$ cat src/rtl/spi_sphere_receiver_pkg.sv
// Shared types for the SPI sphere receiver: frame width, descriptor word,
// delivery FSM states and the status byte layout returned on MISO.
package spi_sphere_receiver_pkg;

  localparam int SPHERE_FRAME_B = 64;
  localparam int BIT_CNT_W      = $clog2(SPHERE_FRAME_B);

  typedef logic [SPHERE_FRAME_B-1:0] Sphere_Word;

  typedef enum logic [1:0] {
    RECV_IDLE,
    RECV_ARMED,
    RECV_DELIVER,
    RECV_WAIT_LOW
  } Recv_State;

  // Status byte seen by the host: sticky flags on top, FIFO occupancy below.
  function automatic logic [7:0] make_status(input logic ovf,
                                             input logic ferr,
                                             input logic [3:0] count);
    return {ovf, ferr, 2'b00, count};
  endfunction

endpackage

$ cat src/rtl/spi_sphere_receiver_sync_fifo.sv
// Small first-word-fall-through FIFO. A pop and a push in the same cycle on a
// full FIFO both succeed, because the pop frees the slot the push needs.
module sync_fifo #(
  parameter int WIDTH = 64,
  parameter int DEPTH = 4
) (
  input  logic                   clk,
  input  logic                   rst,
  input  logic                   push,
  input  logic                   pop,
  input  logic [WIDTH-1:0]       din,
  output logic [WIDTH-1:0]       dout,
  output logic                   full,
  output logic                   empty,
  output logic [$clog2(DEPTH):0] count
);

  localparam int AW = $clog2(DEPTH);

  logic [WIDTH-1:0] mem [DEPTH];
  logic [AW-1:0]    wr_ptr;
  logic [AW-1:0]    rd_ptr;
  logic             do_push;
  logic             do_pop;

  assign empty   = (count == '0);
  assign full    = (count == (AW+1)'(DEPTH));
  assign do_pop  = pop && !empty;
  assign do_push = push && (!full || do_pop);
  assign dout    = mem[rd_ptr];

  // Pointer and occupancy bookkeeping; pointers wrap naturally (power-of-two depth).
  always_ff @(posedge clk or posedge rst) begin
    if (rst) begin
      wr_ptr <= '0;
      rd_ptr <= '0;
      count  <= '0;
    end else begin
      if (do_push) wr_ptr <= wr_ptr + 1'b1;
      if (do_pop)  rd_ptr <= rd_ptr + 1'b1;
      if (do_push && !do_pop)      count <= count + 1'b1;
      else if (!do_push && do_pop) count <= count - 1'b1;
    end
  end

  // Storage array, no reset needed since entries are only read once written.
  always_ff @(posedge clk) begin
    if (do_push) mem[wr_ptr] <= din;
  end

endmodule

$ cat src/rtl/spi_sphere_receiver.sv
// SPI slave that deserialises 64-bit sphere descriptors, queues them, and
// hands at most one to the raytracing controller per recv_interrupt pulse.
module spi_sphere_receiver
  import spi_sphere_receiver_pkg::*;
#(
  parameter int FIFO_DEPTH  = 4,
  parameter int SYNC_STAGES = 2
) (
  input  logic        CLK100MHZ,
  input  logic        ck_rst,
  input  logic        spi_sclk,
  input  logic        spi_mosi,
  input  logic        spi_cs_n,
  output logic        spi_miso,
  input  logic        recv_interrupt,
  output logic        recv_dv,
  output logic [63:0] recv_64bit,
  output logic        overflow,
  output logic        frame_error,
  input  logic        clear_errors
);

  logic [SYNC_STAGES-1:0]      sclk_sync, mosi_sync, cs_sync;
  logic                        sclk_prev, cs_prev;
  logic                        sclk_s, mosi_s, cs_s;
  logic                        sclk_rise, sclk_fall, cs_fall, cs_rise, cs_active;
  Sphere_Word                  shift_reg;
  Sphere_Word                  fifo_din, fifo_dout;
  logic [BIT_CNT_W-1:0]        bit_cnt;
  logic                        frame_done, fifo_pop, fifo_full, fifo_empty;
  logic [$clog2(FIFO_DEPTH):0] fifo_count;
  logic [3:0]                  count_nib;
  logic                        overflow_evt, abort_evt;
  logic [7:0]                  status_sr, status_now;
  logic                        int_q, int_q_d;
  Recv_State                   state;

  assign sclk_s    = sclk_sync[SYNC_STAGES-1];
  assign mosi_s    = mosi_sync[SYNC_STAGES-1];
  assign cs_s      = cs_sync[SYNC_STAGES-1];
  assign sclk_rise = sclk_s & ~sclk_prev;
  assign sclk_fall = ~sclk_s & sclk_prev;
  assign cs_fall   = ~cs_s & cs_prev;
  assign cs_rise   = cs_s & ~cs_prev;
  assign cs_active = ~cs_s;

  // Bring the SPI pins into the system clock domain; CS idles high.
  always_ff @(posedge CLK100MHZ or posedge ck_rst) begin
    if (ck_rst) begin
      sclk_sync <= '0;
      mosi_sync <= '0;
      cs_sync   <= '1;
      sclk_prev <= 1'b0;
      cs_prev   <= 1'b1;
    end else begin
      sclk_sync <= (sclk_sync << 1) | SYNC_STAGES'(spi_sclk);
      mosi_sync <= (mosi_sync << 1) | SYNC_STAGES'(spi_mosi);
      cs_sync   <= (cs_sync << 1) | SYNC_STAGES'(spi_cs_n);
      sclk_prev <= sclk_s;
      cs_prev   <= cs_s;
    end
  end

  assign frame_done = sclk_rise && cs_active && (bit_cnt == BIT_CNT_W'(SPHERE_FRAME_B-1));
  assign fifo_din   = {shift_reg[SPHERE_FRAME_B-2:0], mosi_s};

  // Shift MOSI in on each SCLK rise; an early CS release discards the partial frame.
  always_ff @(posedge CLK100MHZ or posedge ck_rst) begin
    if (ck_rst) begin
      shift_reg <= '0;
      bit_cnt   <= '0;
    end else if (sclk_rise && cs_active) begin
      shift_reg <= fifo_din;
      bit_cnt   <= bit_cnt + 1'b1;
    end else if (cs_rise) begin
      bit_cnt <= '0;
    end
  end

  sync_fifo #(
    .WIDTH (SPHERE_FRAME_B),
    .DEPTH (FIFO_DEPTH)
  ) u_fifo (
    .clk   (CLK100MHZ),
    .rst   (ck_rst),
    .push  (frame_done),
    .pop   (fifo_pop),
    .din   (fifo_din),
    .dout  (fifo_dout),
    .full  (fifo_full),
    .empty (fifo_empty),
    .count (fifo_count)
  );

  assign overflow_evt = frame_done && fifo_full && !fifo_pop;
  assign abort_evt    = cs_rise && (bit_cnt != '0);

  // Sticky error flags; a new event in the same cycle beats a clear.
  always_ff @(posedge CLK100MHZ or posedge ck_rst) begin
    if (ck_rst) begin
      overflow    <= 1'b0;
      frame_error <= 1'b0;
    end else begin
      if (overflow_evt)      overflow <= 1'b1;
      else if (clear_errors) overflow <= 1'b0;
      if (abort_evt)         frame_error <= 1'b1;
      else if (clear_errors) frame_error <= 1'b0;
    end
  end

  assign count_nib  = 4'(fifo_count);
  assign status_now = make_status(overflow, frame_error, count_nib);
  assign spi_miso   = cs_active & status_sr[7];

  // Status byte for the host: snapshot at CS fall and at every byte boundary.
  always_ff @(posedge CLK100MHZ or posedge ck_rst) begin
    if (ck_rst) begin
      status_sr <= '0;
    end else if (cs_fall) begin
      status_sr <= status_now;
    end else if (sclk_fall && cs_active) begin
      if (bit_cnt[2:0] == 3'd0) status_sr <= status_now;
      else                      status_sr <= {status_sr[6:0], 1'b0};
    end
  end

  // Registered copy of the request line so its rising edge can be detected.
  always_ff @(posedge CLK100MHZ or posedge ck_rst) begin
    if (ck_rst) begin
      int_q   <= 1'b0;
      int_q_d <= 1'b0;
    end else begin
      int_q   <= recv_interrupt;
      int_q_d <= int_q;
    end
  end

  assign fifo_pop = (state == RECV_ARMED) && !fifo_empty;

  // Delivery FSM: one descriptor per request pulse, then wait for the line to drop.
  always_ff @(posedge CLK100MHZ or posedge ck_rst) begin
    if (ck_rst) begin
      state      <= RECV_IDLE;
      recv_dv    <= 1'b0;
      recv_64bit <= '0;
    end else begin
      recv_dv <= 1'b0;
      case (state)
        RECV_IDLE: begin
          if (int_q && !int_q_d) state <= RECV_ARMED;
        end
        RECV_ARMED: begin
          if (!fifo_empty) begin
            recv_64bit <= fifo_dout;
            recv_dv    <= 1'b1;
            state      <= RECV_DELIVER;
          end else if (!int_q) begin
            state <= RECV_IDLE;
          end
        end
        RECV_DELIVER: begin
          state <= RECV_WAIT_LOW;
        end
        RECV_WAIT_LOW: begin
          if (!int_q) state <= RECV_IDLE;
        end
        default: state <= RECV_IDLE;
      endcase
    end
  end

endmodule

$ cat config.mk
export PLATFORM = sky130hd
export DESIGN_NAME = spi_sphere_receiver
export DESIGN_NICKNAME = d
export VERILOG_FILES = /design/src/rtl/spi_sphere_receiver_pkg.sv /design/src/rtl/spi_sphere_receiver_sync_fifo.sv /design/src/rtl/spi_sphere_receiver.sv
export SDC_FILE = /design/constraint.sdc
export NUM_CORES = 1
export LEC_CHECK = 0
export CAP_MARGIN = 20
export CORE_ASPECT_RATIO = 1.1
export CORE_MARGIN = 1
export CORE_UTILIZATION = 45
export DETAILED_ROUTE_END_ITERATION = 12
export RECOVER_POWER = 50
export SLEW_MARGIN = 20
export SYNTH_ARGS = -nofsm -noshare
export SYNTH_HDL_FRONTEND = slang
export SYNTH_HIERARCHICAL = 1
export SYNTH_SLANG_ARGS = --single-unit
$ cat constraint.sdc
create_clock -name CLK100MHZ -period 12 [get_ports CLK100MHZ]
set_clock_uncertainty 0.15 [all_clocks]
set_input_delay 2.4 -clock CLK100MHZ [delete_from_list [all_inputs] [get_ports CLK100MHZ]]
set_output_delay 2.4 -clock CLK100MHZ [all_outputs]
set_load 0.05 [all_outputs]
# == Word-level counts from Yosys, hierarchy flattened ==
# Memories as Yosys holds them, arrays and structs flattened. A register that Yosys moved wholly into a read port is not among the register bits.
# Index checks and enable logic that the tools add are counted.
# word_totals
elab_cells,89
in_bits,7
output_inout_bits,68
memories,1
ramBits,256
ff_bits,99
# op_classes
reduce_logical,29
eq_ne,6
bitwise,13
muxes,18
addsub,5
# memory_table
name,depth,width,rd,rd_ports_with_merged_regs,wr,line,text
u_fifo.mem,4,64,1,1,1,spi_sphere_receiver_sync_fifo.sv:20,logic [WIDTH-1:0] mem [DEPTH];
# ops
operator,count
2-to-1 mux 8 bit,3
logical AND 1 bit,12
2-to-1 mux 6 bit,2
nonzero test 2 bit,5
one-hot mux 2 bit (4 select lines),1
2-to-1 mux 1 bit,7
"adder 6 x 1 -> 6 bit, second input constant",1
"== test 6 bit, second input constant",1
zero test 1 bit,6
zero test 3 bit,2
2-to-1 mux 2 bit,3
2-to-1 mux 3 bit,2
bitwise OR 2 x 1 -> 2 bit,3
nonzero test 6 bit,1
bitwise AND 1 bit,5
inverter 1 bit,5
"adder 2 x 1 -> 2 bit, second input constant",2
"== test 2 bit, second input constant",2
"adder 3 x 1 -> 3 bit, second input constant",1
"== test 3 bit, second input constant",1
"subtractor 3 x 1 -> 3 bit, second input constant",1
"== test 2 x 1 -> 1 bit, second input constant",1
zero test 2 bit,1
"!= test 2 bit, second input constant",1
other kinds (2),2

# == Logic depth before layout (Yosys ltp) ==
# Gate-level depths: netlist (run 1).
# depth
ltp_word,10
ltp_mapped,14
mapped_depth_nobuf,11

# == Modules after synthesis ==
# Netlist (run 1), hierarchy kept.
# by_module_without_submodules
mod,n_inst,seq_area_each_um2,area_each_um2,cells_each
sync_fifo,1,7862.5,9656.8,370
spi_sphere_receiver,1,3907.5,5980.7,503

# == Worst setup path after synthesis (run 1) ==
# OpenSTA, ideal clock, no wires.
# synth_path
kind,flip-flop to output port
from,reg cs_sync[1]
to,out spi_miso
t_required_ns,9.450
n_path_buf,1
path_stages_with_launch,3
path_slack_ns,8.248
t_arrival_ns,1.202
path_cell_list,dfstp_2 -> buf_2 -> nor2b_1
# synth_via
elab_chain_cells,2
# synth_lines
item,line,text
from (decl),spi_sphere_receiver.sv:23,"logic [SYNC_STAGES-1:0] sclk_sync, mosi_sync, cs_sync;"
from (signal assigned),spi_sphere_receiver.sv:58,cs_sync <= (cs_sync << 1) | SYNC_STAGES'(spi_cs_n);
inverter 1 bit,spi_sphere_receiver.sv:45,assign cs_active = ~cs_s;
bitwise AND 1 bit,spi_sphere_receiver.sv:113,assign spi_miso = cs_active & status_sr[7];
to (decl),spi_sphere_receiver.sv:14,"output logic spi_miso,"
# No other way between the ends.

==> run summary, run 1 <==
Counting stages on the worst path, the most repeated cell is clkbuf_1. For the worst slew margin relative to its limit, the log shows -1.408. The non-filler instance count after layout was 1436. The run gives 7988 as the number of global-route vias before repair. The worst path required time came out at 12250 ps. The setup slack on the worst flop-to-flop path came out at 6270 ps. The clock root buffer is clkbuf_16. Area growth from synthesis to layout: 15.65%. TritonCTS built the clock tree.

The first detailed-routing pass took 6 iterations. The slowest stage of the critical path belongs to the cell clkbuf_1. The worst setup path is of the reg -> reg kind. The critical path runs through a total of 4 cells.

The die extent in x is 179.7 um, and the final-report setup violation count is 0. The analysis attributes to cell leakage a power of 6.801 nW. The tools report the number of hold buffers added after cts as 0.

The most repeated cell in the gate-level netlist after synthesis was edfxtp_1. In the routed design, unresolved DRC markers number 0. For the post-DP HPWL, the log shows 13.92 mm. The tools report the worst hold slack as 197.3 ps. Data arrives at the worst endpoint at 5980 ps.

The destination of the worst register-to-register timing path is recv_64bit[20]. The final reports fail on capacitance limit, slew limit. The net count after synthesis is 888. The flow ran to the end, but the final reports show violations. The routed design could run at a clock period as short as 5727 ps.

The number of flip-flops in the largest register works out to 256. For the via count, the log shows 7372. The first-iteration detailed-routing DRC count was 382; the number of inserted diodes was 0. Cell area after placement: 16790 sq um. The count of input and output buffers works out to 74. The classification of the worst-slack hold path was reg -> reg.

The synthesized netlist occupies a cell area of 15640 sq um. The floorplan step defined a die boundary enclosing 35500 sq um. The fraction of synthesis flops using an asynchronous set or reset pin was 0.3890; the clock-pin slew reported for the worst setup and hold paths after clock tree synthesis was 60 ps.

The overall routed net length was 27.35 mm; the global placer's final weighted congestion was 0.6784. Synthesis instantiated 39 different standard cells from the library. STA classifies the critical path endpoint as a flop. By count the netlist is led by 256 x edfxtp_1, 205 x nand2_1, 160 x dfrtp_1. Share of the cycle needed by the critical path after routing: 0.4773. The tools report the aggregate global routing overflow as 0.

The initial antenna violation count came out at 0. In the final design database the tool counted 979 nets. In this run, synthesis inferred 256 flip-flops with an integrated enable. The mean area per synthesized cell came out at 17.91 sq um. edfxtp_1 takes more of the synthesized area than any other cell. For the worst-skew pair, the clock arrives at the later sink with an insertion delay of 520 ps. Counting both buffers and inverters, the worst setup path holds a total of 2. The finished cells cover 18080 sq um. CTS built an H-tree with a depth of 2. The Yosys step of the flow raised 6 warnings. During I/O placement, the number of pins put on the boundary was 75.

The final hold violation count was 0; the final sum of negative setup slack was 0 ps. Clock tree synthesis found a total of 419 sinks. The share of final-layout standard cells stronger than drive strength 1 is 0.1834, and the critical-path maximum fanout is 26. The number of gates resized after CTS was 0. Capture point of the worst path: recv_64bit[20]. The tools report the sequential element share of the synthesized area as 0.7527. Walking the worst path, the cells encountered are clkbuf_1, clkbuf_1, mux4_2, mux2_1.

The dominant delay contributor by cell family on the critical path was buffers and inverters. Synthesis handed over a netlist of 873 instances. The number of placed instances, taps included, is 1356. The effective utilization at floorplan is 0.4572, and the count of cells along the worst register-to-register path is 4. The run gives 0.00008743 V as the largest vdd supply drop. In this run the remaining antenna-violating nets after routing total 0.

The worst register-to-register path begins at u_fifo/rd_ptr[0]. The maximum operating frequency is 174.6 MHz. Buffers inserted during clock tree synthesis total 42.

The detailed-route wire length per cell came out at 19.04 um. The share of the synthesized area in the top cell type was 0.4916; the post-detailed-route via-to-cell ratio was 5.134. In this run the worst setup path begins at u_fifo/rd_ptr[0]. Overall power consumption after layout is estimated at 2.906 mW.

Yosys attributes the largest share of cell area to edfxtp_1 49%, dfrtp_1 26%, mux4_2 9.2%, nand2_1 4.9%, mux2_2 2.8%. The number of violations of the max-capacitance limit is 7, and the longest individual stage delay on the worst path is 1720 ps. The most used flip-flop cell after synthesis is edfxtp_1. The logs give 0 for the number of buffers added for setup after CTS and 101 for the largest net degree at the start of global routing. In this run the deepest clock path goes through 3 buffers.

The combined global-route utilization of all metal layers was 0.1625; the power density relative to cell area was 160.7 nW/um^2. Actual transition at the worst max-transition pin: 3612 ps. The run gives 296 as the max-slew violation count. After synthesis the netlist holds a flip-flop and latch count of 419. The tools report the type of origin of the critical path as a flop.

The first global-routing pass estimated 44.72 mm of wire. The floorplan step defined a core boundary enclosing 34200 sq um. The height of the chip works out to 197.5 um. For the number of standard-cell rows in the floorplan, the log shows 71.

The layout has 2758 filler cells. Setup repair after global routing left no endpoint under its margin.
-- how the worst min path moves through the flow --
stage                     cells past startpoint      endpoint  slack [ps]          from
final                                         0  mosi_sync[1]         200  mosi_sync[0]
after global routing                          0  mosi_sync[1]         200  mosi_sync[0]
after CTS                                     0  mosi_sync[1]         200  mosi_sync[0]
after detailed placement                      0  mosi_sync[1]         190  mosi_sync[0]
after global placement                        0  mosi_sync[1]         180  mosi_sync[0]
after floorplan                               0  mosi_sync[1]         180  mosi_sync[0]
-- per-layer routing --
metal | GRT usage | vias up | wire length [um]
li1 | - | 3389 | -
met2 | 0.2767 | 107 | 13750
met3 | 0.02876 | 35 | 941
met1 | 0.2175 | 3841 | 12200
met5 | 0 | - | 0
met4 | 0.04151 | 0 | 454
-- cell type report --
type / instances / area (sq um) / area share
clock buffers: 58 / 1205 / 0.06663
clock inverters: 20 / 201.4 / 0.01114
inverters: 12 / 46.29 / 0.002560
multi-input cells: 403 / 3481 / 0.1925
flip-flops and latches: 419 / 11770 / 0.6509
well taps: 438 / 548.0 / 0.03030
repair buffers: 86 / 832.0 / 0.04601
-- cell usage in the layout, fill, tap and decap left out, types with 3 or more instances in the layout --
cell type,synthesis,final
edfxtp_1,256,256
nand2_1,205,205
dfrtp_1,160,159
clkdlybuf4s50_1,0,68
mux4_2,64,64
clkbuf_16,0,45
mux2_2,39,39
mux2_1,0,25
clkbuf_1,10,15
o21ai_0,10,12
inv_1,12,11
clkinv_2,0,10
ha_1,7,7
dlygate4sd3_1,0,6
buf_4,2,6
mux2i_1,4,4
nand3_1,4,4
xor2_1,4,4
bufinv_16,0,4
clkinv_1,0,4
xnor2_1,4,4
a22o_1,3,3
nor2_1,3,3
clkbuf_8,0,3
-- logic make-up after synthesis --
group                      count (synthesis)  synth area share
AOI/OAI and AO/OA                         22          0.009042
adders and majority gates                  8          0.006881
buffers and inverters                     51           0.01848
DFF                                      419            0.7527
muxes                                    134            0.1487
and+or+nand+nor                          231           0.05969
xor gates and xnor gates                   8          0.004480
-- through the flow --
step / util / setup WS (ps)
floorplan: - / 5248
global placement: 0.4909 / 7315
detailed placement: 0.4909 / 7269
CTS: 0.5320 / 7483
global route: 0.5288 / 5454
finish: 0.5288 / 6273
-- power breakdown --
part,internal [mW],leakage [nW],switching (mW)
Sequential,1.54,4.33,0.0136
Combinational,0.0103,1.78,0.0297
Clock,0.790,0.695,0.524
Total,2.34,6.80,0.567
No activity file was read; power rests on OpenSTA's default activity.
==> run 2: changes to the inputs <==
- clock period: 12 -> 5.7 ns (I/O delays scaled with it)
==> run 2 against run 1 <==
Against the previous run:
- the flow finishes with violations (DRC, capacitance limit, slew limit)
- critical endpoint is now bit_cnt[5]
- sequential power rose by 110%
- wire length fell by 4.6%
- critical path depth increased by 1
- highest routed layer unchanged
- cell count decreased by 0.49%
- worst hold slack about the same
- power up 110%
- largest power group unchanged
- flip-flop and latch count unchanged
==> run summary, run 2 (synthesized netlist as in run 1, its figures left out) <==
The tools report the worst path required time as 5940 ps (was 12250 ps). Initial antenna violation count: 0 (unchanged). The final sum of negative setup slack is 0 ps (unchanged). The worst endpoint data arrival time was 4330 ps (was 5980 ps); the largest net degree at the start of global routing was 94 (was 101). The clock root buffer is clkbuf_16 (unchanged). Placeable core region: 34200 sq um (unchanged).

The start point of the worst min-delay path is mosi_sync[0] (unchanged). The worst setup slack after layout came out at 1610 ps (was 6273 ps). The most common cell after layout, fill and taps aside was edfxtp_1 (unchanged). Share of final-layout standard cells stronger than drive strength 1: 0.2099 (was 0.1834).

Violations in the final reports: DRC, capacitance limit, slew limit (was capacitance limit, slew limit). The area growth from synthesis to layout was 16.00% (was 15.65%); the post-detailed-route count of antenna-violating nets was 0 (unchanged). The number of inserted diodes was 0 (unchanged).

The worst hold path endpoint is mosi_sync[1] (unchanged). The tools report the global placer's final weighted congestion as 0.7016 (was 0.6784). The tools report the via count as 7272 (was 7372). TritonCTS built the clock tree.

The die area came out at 35500 sq um (unchanged). The first-iteration detailed-routing DRC count came out at 469 (was 382). The static leakage power is 6.907 nW (was 6.801 nW), and the count of input and output buffers is 74 (unchanged). Setup repair after global routing left no endpoint under its margin. Post-detailed-route via-to-cell ratio: 5.089 (was 5.134). The final hold violation count is 0 (unchanged), and the number of buffers created by CTS is 41 (was 42). The logs give 2390 ps (was 7269 ps) for the post-placement setup slack and 26.09 mm (was 27.35 mm) for the overall routed net length. The setup slack on the worst flop-to-flop path was 1610 ps (was 6270 ps). The max-slew violation count was 102 (was 296); the post-DP HPWL was 13.75 mm (was 13.92 mm). The classification of the worst-slack hold path is reg -> reg (unchanged).

The maximum operating frequency was 244.5 MHz (was 174.6 MHz). The detailed-router iteration count before antenna repair came out at 10 (was 6). The aggregate global routing overflow was 0 (unchanged); the count of pins on the block boundary was 75 (unchanged). The tools report the destination of the worst register-to-register timing path as bit_cnt[5] (was recv_64bit[20]).

For the worst slew margin relative to its limit, the log shows -1.236 (was -1.408). The count of cells along the worst register-to-register path is 5 (was 4), and the number of violations of the max-capacitance limit is 2 (was 7). The flow ran to the end, but the final reports show violations. The logs give 5 (was 0) for the number of remaining DRC errors and 0.4572 (unchanged) for the effective utilization at floorplan. The sink count of the clock tree is 419 (unchanged). Die extent in x: 179.7 um (unchanged). The largest vdd supply drop is 0.0001785 V (was 0.00008743 V). The startpoint-to-endpoint class of the critical path is reg -> reg (unchanged). Height of the chip: 197.5 um (unchanged). Type of origin of the critical path: a flop (unchanged). The tools report the number of global-route vias before repair as 7510 (was 7988).

The power density relative to cell area is 334.1 nW/um^2 (was 160.7 nW/um^2), and the clock-pin slew reported for the worst setup and hold paths after clock tree synthesis is 60 ps (about the same). The post-cts gate resize count was 0 (unchanged). The run gives 71 (unchanged) as the number of standard-cell rows in the floorplan. The number of H-tree branching levels came out at 2 (unchanged).

The number of hold buffers added after cts came out at 0 (unchanged). The final critical delay including setup and external delays is 4090 ps (was 5727 ps), and the number of cells traversed by the worst hold path is 0 (unchanged). Startpoint of the worst register-to-register path: cs_sync[1] (was u_fifo/rd_ptr[0]). The detailed-route wire length per cell is 18.26 um (was 19.04 um).

The final standard cell utilization of the core was 0.5304 (was 0.5288); the actual transition at the worst max-transition pin was 3354 ps (was 3612 ps). The combined global-route utilization of all metal layers is 0.1544 (was 0.1625), and the share of the cycle needed by the critical path after routing is 0.7175 (was 0.4773). Final-report setup violation count: 0 (unchanged).

Filler cell count: 2713 (was 2758). The maximum root-to-sink buffer count is 3 (unchanged). First-pass GRT wire length: 42.26 mm (was 44.72 mm).

The number of flip-flops in the largest register was 256 (unchanged); the number of buffers added for setup after CTS was 0 (unchanged). The later-pin clock latency in the skew report was 530 ps (was 520 ps); the critical-path maximum fanout was 67 (was 26). For the final-stage net count, the log shows 974 (was 979). The kind of end point of the critical path is a flop (unchanged). Most frequent cells in the layout: 256 x edfxtp_1, 205 x nand2_1, 158 x dfrtp_1, 68 x clkdlybuf4s50_1, 64 x mux4_2 (was 256 x edfxtp_1, 205 x nand2_1, 159 x dfrtp_1, 68 x clkdlybuf4s50_1, 64 x mux4_2).
==> run 2: cell count changes in the layout (fill, tap and decap cells not counted), moves of 2 or more <==
cell / delta
and2_4: +2
and2_0: -2
mux2_4: +25
mux2_1: -25
inv_6: +2
clkinv_2: -5
clkbuf_1: -2
clkbuf_16: -4
clkbuf_8: +3
==> run 2: layout make-up <==
type	count	area [sq um]	share of cell area
Inverter	12	50.05	0.002759
Clock buffer	59	1154	0.06360
Multi-Input combinational cell	403	3583	0.1975
Tap cell	438	548.0	0.03021
Clock inverter	16	212.7	0.01173
Timing Repair Buffer	82	817.0	0.04504
Sequential cell	419	11780	0.6491
==> run 2: worst max-delay path by stage <==
stage | end | slack, ps | startpoint | depth (start not counted)
floorplan | bit_cnt[0] | 210 | ck_rst | 1
CTS | u_fifo/mem[0][28] | 2360 | u_fifo/count[0] | 6
detailed placement | u_fifo/mem[0][36] | 2390 | u_fifo/count[0] | 6
global placement | u_fifo/mem[0][35] | 2460 | u_fifo/count[0] | 6
finish | bit_cnt[5] | 1610 | cs_sync[1] | 5
global route | bit_cnt[5] | 1190 | cs_sync[1] | 5
==> run 2: layer usage <==
layer / up-vias / GRT usage / wire length [um]
met2: 113 / 0.2689 / 13390
met3: 39 / 0.02618 / 904
met5: - / 0 / 0
met1: 3738 / 0.1997 / 11270
li1: 3382 / - / -
met4: 0 / 0.04534 / 524
==> run 2: worst max-delay path, stage by stage (launching register included) <==
cell	delay (ps)
dfstp_1	440
nor3b_1	350
clkbuf_1	2390
nand4_1	300
nand3_1	220
o21ai_0	100
==> run 2: per-stage QoR <==
step / cells / total power, mW / area, sq um / hold WS, ps
finish: 1429 / 6.061 / 18140 / 197.6
CTS: 1429 / 6.151 / 18160 / 198.4
global placement: 1353 / 3.411 / 16770 / 185.5
global route: 1429 / 6.265 / 18140 / 210.1
floorplan: 873 / 3.378 / 15640 / 181.2
detailed placement: 1354 / 3.415 / 16790 / 184.7
==> run 2: power breakdown <==
group	switching, mW	internal [mW]
logic	0.0607	0.0203
clock network	1.08	1.64
registers	0.0283	3.24
total	1.17	4.90
==> run 3: changes to the inputs <==
- clock period: 5.7 -> 3.3 ns (I/O delays scaled with it)
==> run 3 against run 2 <==
Against the previous run:
- the flow still finishes with violations (DRC, capacitance limit, slew limit)
- cell count grew 1.3%
- sequential power is 72% higher
- die area is the same
- largest cell class unchanged
==> run summary, run 3 (synthesized netlist as in run 1, its figures left out) <==
The run finished, with violations left. Violations in the final reports: DRC, capacitance limit, slew limit (unchanged). The number of standard-cell rows in the floorplan is 71 (unchanged), and the number of violations of the max-capacitance limit is 1 (was 2). The number of H-tree branching levels is 2 (unchanged), and the actual transition at the worst max-transition pin is 1655 ps (was 3354 ps). The tools report the number of hold buffers added after cts as 0 (unchanged). Most common cell after layout, fill and taps aside: edfxtp_1 (unchanged). Kind of end point of the critical path: a flop (unchanged).

For the post-placement setup slack, the log shows 461.3 ps (was 2390 ps). The max-slew violation count is 68 (was 102), and the overall power is 10.82 mW (was 6.061 mW). The area growth from synthesis to layout came out at 18.20% (was 16.00%). For the number of buffers added for setup after CTS, the log shows 0 (unchanged). The effective utilization at floorplan was 0.4572 (unchanged); the via count was 7398 (was 7272). Static leakage power: 7.092 nW (was 6.907 nW).

The tools report the combined global-route utilization of all metal layers as 0.1590 (was 0.1544). The overall routed net length came out at 27.02 mm (was 26.09 mm). The number of global-route vias before repair came out at 7858 (was 7510). The run gives 990 (was 974) as the final-stage net count. The clock-pin slew reported for the worst setup and hold paths after clock tree synthesis works out to 60 ps (about the same).

The tools report the final sum of negative setup slack as 0 ps (unchanged). The logs give 3160 ps (was 4330 ps) for the worst endpoint data arrival time and 0.0003706 V (was 0.0001785 V) for the largest vdd supply drop. The die area came out at 35500 sq um (unchanged). Count of input and output buffers: 74 (unchanged). The run gives 0 (unchanged) as the final hold violation count. For the worst setup slack after layout, the log shows 430.4 ps (was 1610 ps). The height of the chip is 197.5 um (unchanged), and the global placer's final weighted congestion is 0.7044 (was 0.7016).

The placeable core region is 34200 sq um (unchanged). The classification of the worst-slack hold path is reg -> reg (unchanged). The number of inserted diodes was 0 (unchanged). The first-pass GRT wire length was 43.76 mm (was 42.26 mm). The initial antenna violation count was 0 (unchanged). The tools report the type of origin of the critical path as a flop (unchanged). The share of the cycle needed by the critical path after routing was 0.8696 (was 0.7175).

The clock root buffer is clkbuf_16 (unchanged). The post-DP HPWL is 15.06 mm (was 13.75 mm). The detailed-router iteration count before antenna repair came out at 11 (was 10). The run gives 419 (unchanged) as the sink count of the clock tree. The aggregate global routing overflow is 0 (unchanged), and the number of flip-flops in the largest register is 256 (unchanged). TritonCTS built the clock tree. The detailed-route wire length per cell is 18.67 um (was 18.26 um), and the worst slew margin relative to its limit is -0.1034 (was -1.236). The number of buffers created by CTS was 42 (was 41). The tools report the maximum root-to-sink buffer count as 3 (unchanged).

Most frequent cells in the layout: 256 x edfxtp_1, 205 x nand2_1, 158 x dfrtp_1, 69 x clkdlybuf4s50_1, 64 x mux4_2 (was 256 x edfxtp_1, 205 x nand2_1, 158 x dfrtp_1, 68 x clkdlybuf4s50_1, 64 x mux4_2). The critical-path maximum fanout is 7 (was 67). The count of pins on the block boundary was 75 (unchanged); the final critical delay including setup and external delays was 2870 ps (was 4090 ps).

The largest net degree at the start of global routing came out at 68 (was 94). The startpoint-to-endpoint class of the critical path was reg -> reg (unchanged). The first-iteration detailed-routing DRC count is 402 (was 469), and the post-cts gate resize count is 0 (unchanged). Share of final-layout standard cells stronger than drive strength 1: 0.2309 (was 0.2099). The post-detailed-route via-to-cell ratio was 5.113 (was 5.089). The run gives 530 ps (about the same) as the later-pin clock latency in the skew report. The logs give 3600 ps (was 5940 ps) for the worst path required time and 1 (was 5) for the number of remaining DRC errors. The die extent in x is 179.7 um (unchanged), and the power density relative to cell area is 585.2 nW/um^2 (was 334.1 nW/um^2). Setup repair after global routing left no endpoint under its margin. The final-report setup violation count is 0 (unchanged), and the maximum operating frequency is 348.5 MHz (was 244.5 MHz).

Post-detailed-route count of antenna-violating nets: 0 (unchanged).
## run 3: power breakdown
part           total (mW)  switching (mW)  internal, mW  leakage (nW)
Sequential           5.64          0.0492          5.59          4.40
Combinational       0.147           0.108        0.0387          1.96
Clock                5.03            1.91          3.12         0.737
## run 3: through the flow
stage                     hold WS, ps  cells  instance area, sq um  utilization
after detailed placement        184.7   1369                 17080       0.4993
after global routing            204.8   1447                 18480       0.5404
final                           196.2   1447                 18480       0.5404
after floorplan                 181.2    873                 15650            -
after global placement          182.3   1369                 17080       0.4993
after CTS                       199.6   1447                 18570       0.5429
## run 3: final cells by class
cell class              instances  area [sq um]
inverters                      12         46.29
flip-flops and latches        419         11780
well taps                     438         548.0
repair buffers                 97          1022
clock inverters                23         290.3
clock buffers                  55          1204
fillers                      2681         15720
multi-input cells             403          3596
## run 3: critical path, cell delays in order, from the launching register on
cell and delay, ps:
dfrtp_1 460, nor3_1 130, or3_2 440, inv_1 120, inv_1 60, a21boi_2 320
ha_1 250, inv_1 60, fa_1 370, xor2_1 170, nor2_1 110, xor2_1 150
## run 3: metal layers
metal | global-route usage | vias to the layer above | share of wire
met3 | 0.02581 | 32 | 0.041
met4 | 0.04215 | 0 | 0.015
met5 | 0 | - | 0
li1 | - | 3419 | -
met1 | 0.2108 | 3814 | 0.43
met2 | 0.2740 | 133 | 0.51
## run 3: path summary, 6_finish.rpt
path / from / to / slack (ps) / cells after the start
worst max-delay path: u_fifo/count[0] / u_fifo/count[2] / 430 / 11
worst min-delay path: mosi_sync[0] / mosi_sync[1] / 200 / 0
worst max register to register: u_fifo/count[0] / u_fifo/count[2] / 430 / 11
worst min register to register: mosi_sync[0] / mosi_sync[1] / 200 / 0
max in group asynchronous: ck_rst / shift_reg[33] / 780 / 3
min in group asynchronous: ck_rst / u_fifo/count[1] / 410 / 2
